===== src/rtl/clkgen_drp_ctrl.sv =====
// DRP access controller for the clock generator: one register-triggered
// read/write per request, with a ready timeout and lock synchronizer.
module clkgen_drp_ctrl #(
  parameter int unsigned TIMEOUT_CYCLES = 255
) (
  input  logic        up_clk,
  input  logic        up_rstn,
  input  logic        up_drp_req,
  input  logic        up_drp_rwn,
  input  logic [11:0] up_drp_addr,
  input  logic [15:0] up_drp_wdata,
  output logic        up_drp_status,
  output logic [15:0] up_drp_rdata,
  output logic        up_drp_timeout,
  output logic        up_mmcm_locked,
  output logic        drp_sel,
  output logic        drp_wr,
  output logic [11:0] drp_addr,
  output logic [15:0] drp_wdata,
  input  logic [15:0] drp_rdata,
  input  logic        drp_ready,
  input  logic        drp_locked
);

  typedef enum logic [1:0] {
    S_IDLE   = 2'd0,
    S_ACCESS = 2'd1,
    S_WAIT   = 2'd2
  } state_t;

  // Counter holds 0 in the first WAIT cycle, so the last one sees T-1.
  localparam logic [15:0] CntLast = 16'(TIMEOUT_CYCLES - 1);

  state_t      state_q;
  logic [15:0] cnt_q;
  logic        rwn_q;
  logic [11:0] addr_q;
  logic [15:0] wdata_q;
  logic [15:0] rdata_q;
  logic        sel_q;
  logic        wr_q;
  logic        busy_q;
  logic        tmo_q;
  logic        lock_meta_q;
  logic        lock_sync_q;

  always_ff @(posedge up_clk) begin
    if (!up_rstn) begin
      state_q <= S_IDLE;
      cnt_q   <= '0;
      rwn_q   <= 1'b0;
      addr_q  <= '0;
      wdata_q <= '0;
      rdata_q <= '0;
      sel_q   <= 1'b0;
      wr_q    <= 1'b0;
      busy_q  <= 1'b0;
      tmo_q   <= 1'b0;
    end else begin
      sel_q <= 1'b0;
      wr_q  <= 1'b0;
      case (state_q)
        S_IDLE: begin
          if (up_drp_req) begin
            rwn_q   <= up_drp_rwn;
            addr_q  <= up_drp_addr;
            wdata_q <= up_drp_wdata;
            sel_q   <= 1'b1;
            wr_q    <= ~up_drp_rwn;
            busy_q  <= 1'b1;
            tmo_q   <= 1'b0;
            cnt_q   <= '0;
            state_q <= S_ACCESS;
          end
        end
        S_ACCESS: begin
          state_q <= S_WAIT;
        end
        S_WAIT: begin
          if (drp_ready) begin
            if (rwn_q) begin
              rdata_q <= drp_rdata;
            end
            busy_q  <= 1'b0;
            state_q <= S_IDLE;
          end else if (cnt_q == CntLast) begin
            tmo_q   <= 1'b1;
            busy_q  <= 1'b0;
            state_q <= S_IDLE;
          end else begin
            cnt_q <= cnt_q + 16'd1;
          end
        end
        default: begin
          busy_q  <= 1'b0;
          state_q <= S_IDLE;
        end
      endcase
    end
  end

  always_ff @(posedge up_clk) begin
    if (!up_rstn) begin
      lock_meta_q <= 1'b0;
      lock_sync_q <= 1'b0;
    end else begin
      lock_meta_q <= drp_locked;
      lock_sync_q <= lock_meta_q;
    end
  end

  assign drp_sel        = sel_q;
  assign drp_wr         = wr_q;
  assign drp_addr       = addr_q;
  assign drp_wdata      = wdata_q;
  assign up_drp_status  = busy_q;
  assign up_drp_rdata   = rdata_q;
  assign up_drp_timeout = tmo_q;
  assign up_mmcm_locked = lock_sync_q;

endmodule


===== config.mk =====
export PLATFORM = sky130hd
export DESIGN_NAME = clkgen_drp_ctrl
export DESIGN_NICKNAME = d
export VERILOG_FILES = /design/src/rtl/clkgen_drp_ctrl.sv
export SDC_FILE = /design/constraint.sdc
export NUM_CORES = 1
export LEC_CHECK = 0
export CORE_MARGIN = 2
export CORE_UTILIZATION = 35
export CTS_CLUSTER_SIZE = 24
export DETAILED_ROUTE_END_ITERATION = 10
export HOLD_SLACK_MARGIN = 0.08
export PLACE_DENSITY = 0.72
export SLEW_MARGIN = 10
export SYNTH_ARGS = -nofsm -noshare
export SYNTH_HDL_FRONTEND = slang
export SYNTH_SLANG_ARGS = --single-unit

===== constraint.sdc =====
create_clock -name up_clk -period 4.3 [get_ports up_clk]
set_clock_uncertainty 0.1 [all_clocks]
set_input_delay 0.43 -clock up_clk [delete_from_list [all_inputs] [get_ports up_clk]]
set_output_delay 0.43 -clock up_clk [all_outputs]
set_load 0.03 [all_outputs]

**Word level (Yosys, flattened, before mapping)**

Index checks and enable logic that the tools add are counted.

- Add/subtract/negate cells: 1
- Eq/ne operators: 8
- Muxes and demuxes: 17
- Bitwise logic cells: 2
- Reduce and logical (&&, ||, !) cells: 10

Operator list:

| cell | count |
|---|---|
| $mux 16 | 3 |
| $pmux 16 s2 | 1 |
| $add 16x1->16 const B | 1 |
| $eq 16x8->1 const B | 1 |
| $reduce_and 3->1 | 3 |
| $ne 2x2->1 const B | 4 |
| $reduce_and 4->1 | 2 |
| $mux 1 | 7 |
| $mux 2 | 3 |
| $pmux 2 s3 | 1 |
| $reduce_and 2->1 | 3 |
| $ne 3x3->1 const B | 1 |
| $pmux 1 s3 | 1 |
| $eq 2x1->1 const B | 1 |
| $eq 2x2->1 const B | 1 |
| $logic_not 2->1 | 1 |
| $not 1->1 | 2 |
| $pmux 1 s2 | 1 |
| $reduce_bool 2->1 | 1 |

- Register bits after elaboration: 69
- Input port bits: 50

**Longest topological paths before layout**

- Depth in word-level cells: 4
- Gate-level depth with buffers: 7
- Gate-level depth less buffers: 7

**Least setup slack after synthesis**

No wires, ideal clock.

- Kind: register to register
- From: register cnt_q[0]
- To: register cnt_q[7]
- Setup time: 0.118 ns
- Arrival time: 1.633 ns
- Data required time: 4.082 ns
- Path slack: 2.449 ns
- Cell stages (with the launch flop): 8
- Buffers on the path: 0
- Clock period less this slack: 1.851 ns
- Cells stage by stage: dfxtp_1 > inv_1 > ha_1 > and4b_1 > nand4b_2 > nand2_4 > or4_4 > mux2i_1

- Cells in the longest elaborated chain, start to end: 4

RTL lines:

| element | line | text |
|---|---|---|
| start: declaration | 35 | `logic [15:0] cnt_q;` |
| start signal: assignment | 91 | `cnt_q <= cnt_q + 16'd1;` |
| $add 16x1->16 | 91 |  |
| $mux 16 | 86 | `end else if (cnt_q == CntLast) begin` |
| $mux 16 | 80 | `if (drp_ready) begin` |
| $pmux 16 s2 | 62 | `case (state_q)` |

Several ways; a longest one is shown, not always the timed one. The select of a mux whose other input is x is not followed.
A chain may end at the register's enable or synchronous reset.

**Worst setup path in the final report**

- From: input port up_drp_req
- To: register wdata_q[14], in the netlist drp_wdata[14]

- Cells in the longest elaborated chain, start to end: 1

RTL lines:

| element | line | text |
|---|---|---|
| start: declaration | 8 | `input logic up_drp_req,` |
| $reduce_and 2->1 (no line) | - |  |
| end signal: assignment | 67 | `wdata_q <= up_drp_wdata;` |
| end: declaration | 38 | `logic [15:0] wdata_q;` |

No other way between the ends.

==> impl_results.md <==
* Status: finished, final reports clean
* Fin area at 3950 um^2
* Pin count of the biggest net entering global routing at 35
* Die span in x at 91.9 um
* Routed vias at 2,364
* Num CTS Buffers at 9
* RSZ-0062 raised after global routing: no
* Setup TNS at 0 ns
* Final Critical Period at 2.51 ns
* Post-synthesis sequential area ratio at 0.511
* Max Root-Sink Buffers at 2
* Diode count at 0
* Setup Buffers After CTS at 0
* Vias in the first global route at 2,347
* Synth Instances at 277
* Clk root buf: clkbuf_8
* Layout fillers at 697
* H-tree depth at 3
* Pwr Density at 358 nW/um^2
* Most common cell in the synthesized netlist: dfxtp_1
* Total power at 1.42 mW
* Gr usage total at 0.154
* Final hold vios at 0
* Slew margin rel. at 0.292
* Antenna violations before repair at 0
* Hold_ws at 0.337 ns
* Clk slew on worst S/H paths at 0.08 ns
* Global-route wire length before repair at 10.7 mm
* Nets at 423
* Register area at 1380 um^2
* Yosys top cell by area: dfxtp_1
* Hpwl dp at 4.44 mm
* Max Cap Viol at 0
* Crit start category: primary input
* Slew Viols, Final at 0
* EDFF count, synth at 0
* Synth top area cells: dfxtp_1, a22o_1, nand2_1, a21boi_0, nand3_1
* Gpl congestion at 0.811
* Overflow after GRT at 0
* Synth top area share at 0.511
* FP Rows at 32
* DRC at 0
* Synthesis Warnings at 0
* Clk sinks at 69
* Worst Path Max Fanout at 31
* Ys async rst share at 0
* Critical path arrival at 2.68 ns
* Initial Utilization at 0.355
* Main synth FF type: dfxtp_1
* DIE AREA at 8440 um^2
* Worst VDD drop at 0.000185 V
* Leak at 1.43 nW
* Tcrit/Tclk final at 0.583
* Die height at 91.9 um
* Worst-Margin Slew at 1.06 ns
* CP Capture Type: register
* Core ar. at 7610 um^2
* Clock latency on the worst-skew pair at 0.33 ns
* CTS tree: done
* Share of cells above drive strength 1 at 0.0718
* Classification of the worst setup path: primary input to register
* Antenna-violating nets left at 0
* Syn avg cell area at 9.76 um^2
* DR pass1 iterations at 6
* Cts repair resizes at 0
* Synth top cells by count: dfxtp_1, nand2_1, a22o_1
* Final WL at 6.37 mm
* Ports at 99
* Number of synthesized register bits at 69
* Synth Cell Area at 2700 um^2
* First DRT Iteration DRCs at 137
* Area grow syn2layout at 46.2%
* Syn Nets at 329
* Post-synthesis cell type count at 45
* I/O Buffers at 98
* Worst Path Required at 4.48 ns
* Fmax at 399 MHz
* Avg Vias per Cell at 4.95
* Final setup vio count at 0
* DR WL/cell at 13.3 um
* Hold WC Path Type: register to register
* DP Area at 3740 um^2
* CTS hold repair buffers at 0
* Area of the multi-input gates at 1230 um^2
-- cell type report --
| class | instances | area share |
|---|---|---|
| Clock inverter | 5 | 0.0149 |
| Timing Repair Buffer | 100 | 0.252 |
| Tap cell | 102 | 0.0323 |
| Clock buffer | 11 | 0.0383 |
| Sequential cell | 69 | 0.349 |
| Inverter | 3 | 0.00285 |
| Multi-Input combinational cell | 188 | 0.310 |
-- critical path, stage by stage --
cell and delay, ns:
clkdlybuf4s50_1 0.57, nor3b_1 0.51, and2_1 0.92, a22o_1 0.25
-- kinds of logic after synthesis --
group | Yosys count | share of synthesized area
buffers and inverters | 20 | 0.0361
xor gates and xnor gates | 3 | 0.00972
muxes | 3 | 0.0116
adders and majority gates | 2 | 0.00926
DFF | 69 | 0.511
and+or+nand+nor | 112 | 0.225
AOI/OAI and AO/OA | 68 | 0.197
-- sequential cells by signal, summed over array words and instances, names as in the netlist --
name,cells
up_drp_status,1
state_q,2
lock_meta_q,1
cnt_q,16
drp_wdata,16
up_drp_timeout,1
rwn_q,1
drp_wr,1
drp_addr,12
drp_sel,1
up_drp_rdata,16
up_mmcm_locked,1
-- worst paths after layout --
check | start | endpoint | slack [ns] | depth (start not counted)
min | lock_meta_q | up_mmcm_locked | 0.34 | 1
max reg2reg | state_q[1] | drp_wdata[14] | 2.03 | 3
max | up_drp_req | drp_wdata[14] | 1.79 | 4
min reg2reg | lock_meta_q | up_mmcm_locked | 0.34 | 1
-- placed cells by master, fill, tap and decap left out, types with 2 or more instances in the layout --
master | netlist | layout
a21boi_0 | 16 | 16
a21oi_1 | 8 | 8
a22o_1 | 29 | 29
and2_1 | 5 | 5
and3_1 | 3 | 3
and4_1 | 2 | 2
and4b_1 | 2 | 2
buf_4 | 0 | 2
clkbuf_8 | 0 | 11
clkdlybuf4s50_1 | 0 | 98
clkinvlp_4 | 0 | 2
dfxtp_1 | 69 | 69
ha_1 | 2 | 2
inv_1 | 3 | 3
mux2i_1 | 2 | 2
nand2_1 | 45 | 45
nand2b_1 | 3 | 3
nand3_1 | 13 | 13
nand3b_1 | 2 | 2
nand4_1 | 7 | 7
nor2_1 | 8 | 8
nor2b_1 | 6 | 5
nor2b_2 | 1 | 2
nor4_1 | 3 | 3
o211ai_1 | 2 | 2
o21ai_0 | 4 | 4
o32ai_1 | 2 | 2
or3_1 | 4 | 4
xor2_1 | 3 | 3
-- per-layer routing --
layer  wire (um)  vias up  global-route usage
met3         542       10              0.0608
met1        2860     1083               0.187
met4          68        0              0.0522
met5           0        -                   0
li1            -     1186                   -
met2        2890       85               0.250
-- stage by stage --
| step | std cells | setup slack (ns) | utilization |
|---|---|---|---|
| 3_3_place_gp | 462 | 1.56 | 0.492 |
| 2_1_floorplan | 277 | 2.45 | - |
| 3_5_place_dp | 462 | 1.46 | 0.492 |
| 4_1_cts | 478 | 1.79 | 0.520 |
| 6_report | 478 | 1.79 | 0.520 |
| 5_1_grt | 478 | 1.64 | 0.520 |
-- report_power, final --
| part | switching, mW | leakage [nW] | internal (mW) |
|---|---|---|---|
| Clock | 0.245 | 0.102 | 0.300 |
| Combinational | 0.0935 | 0.767 | 0.0998 |
| Sequential | 0.0153 | 0.562 | 0.663 |
Power figures use the tool's default switching activity.
==> edit, RTL diff (same settings) <==
Encoding of `state_t`: now one-hot (3 bits for 3 states).
--- a/src/rtl/clkgen_drp_ctrl.sv
+++ b/src/rtl/clkgen_drp_ctrl.sv
@@ -22,10 +22,10 @@
   input  logic        drp_locked
 );
 
-  typedef enum logic [1:0] {
-    S_IDLE   = 2'd0,
-    S_ACCESS = 2'd1,
-    S_WAIT   = 2'd2
+  typedef enum logic [2:0] {
+    S_IDLE   = 3'b001,
+    S_ACCESS = 3'b010,
+    S_WAIT   = 3'b100
   } state_t;
 
   // Counter holds 0 in the first WAIT cycle, so the last one sees T-1.
Behaviour: same outputs for any inputs over 10 cycles, from zero or initial values and one cycle with up_rstn low; not proved beyond that.
==> edit against the unedited design <==
  * Design area grew 3.4%
  * Setup slack gained 0.050 ns
  * Sequential cell count grew 1
  * Highest routed layer unchanged
  * Sequential power grew 1%
  * Maximum frequency grew 2.0%
  * Sequential share of layout area shrank 0.64 points
  * Total power shrank 3.4%
  * Wire length grew 18%
  * Non-clock buffer count shrank 1
  * Critical endpoint is now cnt_q[7]
  * Critical path type is now reg2reg
  * Area after synthesis grew 6.7%
  * Global-route usage grew 1.7 points
==> edit: results (changes against the unedited design) <==
INFO  logic_synthesis post_synth_most_frequent_cells=sky130_fd_sc_hd__nand2_1, sky130_fd_sc_hd__dfxtp_1, sky130_fd_sc_hd__a21oi_1
INFO  grt            wire_length_of_the_first_global_routing_pass=12200um [+14%]
INFO  logic_synthesis seq_area_frac_synth=48.6% [-2.5 points]
INFO  logic_synthesis yosys_register_bits=70 [+1.4%]
INFO  floorplanning  dieWidth=94.8um [+3.2%]
INFO  logic_synthesis postSynthCellCount=355 [+28%]
INFO  place          place_area=3900um^2 [+4.3%]
INFO  outcome        run_status=finished clean
INFO  worst_setup_path largest_stage_delay_on_the_critical_path=0.71ns [-0.21 ns]
INFO  drt            route.detailed.vias_per_inst=5.11 [+3.3%]
INFO  logic_synthesis synth_compound_gate_area_share=18.1% [-1.6 points]
INFO  layout         multi_input_comb_area=1370um^2 [+12%]
INFO  layout         layout_clock_buffers=9 [-2]
INFO  grt            grt_start_max_net_pins=59 [+69%]
INFO  worst_setup_path arrival=2.60ns [-0.08 ns]
INFO  layout         clk_share=4.47% [-0.85 points]
INFO  logic_synthesis post_synth_mux_area_share=0.347% [-0.81 points]
INFO  logic_synthesis synth_fa_ha_area_share=0.868% [-0.058 points]
INFO  drt            wirelength=7530um [+18%]
INFO  drt            first_iter_violations=202 [+47%]
INFO  grt            via_count_of_the_first_global_routing_pass=2634 [+12%]
INFO  logic_synthesis synth_fp_nets=407 [+24%]
INFO  place          placed_cells_incl_taps=536 [+16%]
INFO  layout         final_nets=494 [+17%]
INFO  power_and_ir_drop cellLeakagePower=1.38nW [-3.2%]
INFO  place          gp_congestion=0.900 [+11%]
INFO  place          detailed_place_hpwl=5030um [+13%]
INFO  layout         nFillCells=796 [+14%]
INFO  layout         post_route_cells_drive_above_1_share=6.26% [-0.92 points]
INFO  worst_setup_path crit_fanout=17 [-45%]
INFO  worst_setup_path crit_path_top_delay_cell=sky130_fd_sc_hd__nand4_1
INFO  logic_synthesis synth_xor_area_share=0% [-0.97 points]
INFO  layout         layout.non_clock_buffers=99 [-1.0%]
INFO  layout         fin_area=4090um^2 [+3.4%]
INFO  sta            worst_tran_pin_value=1.01ns [-0.0555 ns]
-- edit: cell types whose count changed in the layout (fill, tap and decap cells not counted), sizes merged, moves of 6 or more --
cell,unedited run,this run
a31oi,0,16
nor2b,7,0
a22o,29,0
a21oi,9,55
nor3,0,6
a21boi,17,0
nand2,46,102
-- edit: power by group --
group / internal [W] / switching (W)
sequential: 0.000670 / 0.0000148
clock: 0.000217 / 0.000277
combinational: 0.0000898 / 0.0000995
total: 0.000977 / 0.000391
-- edit: final timing paths --
path,from,to,slack [ns],cells after the start
hold / removal,lock_meta_q,up_mmcm_locked,0.34,1
hold reg to reg,lock_meta_q,up_mmcm_locked,0.34,1
setup reg to reg,cnt_q[1],cnt_q[7],1.84,5
setup / recovery,cnt_q[1],cnt_q[7],1.84,5
-- edit: metal layers --
metal  GRT usage [%]  up-vias  part of all wire (%)
met5               0        -                     0
met4            5.19        0                  0.98
met3            5.99       10                   6.6
met1            21.4     1317                    44
met2            27.8       85                    48
li1                -     1407                     -
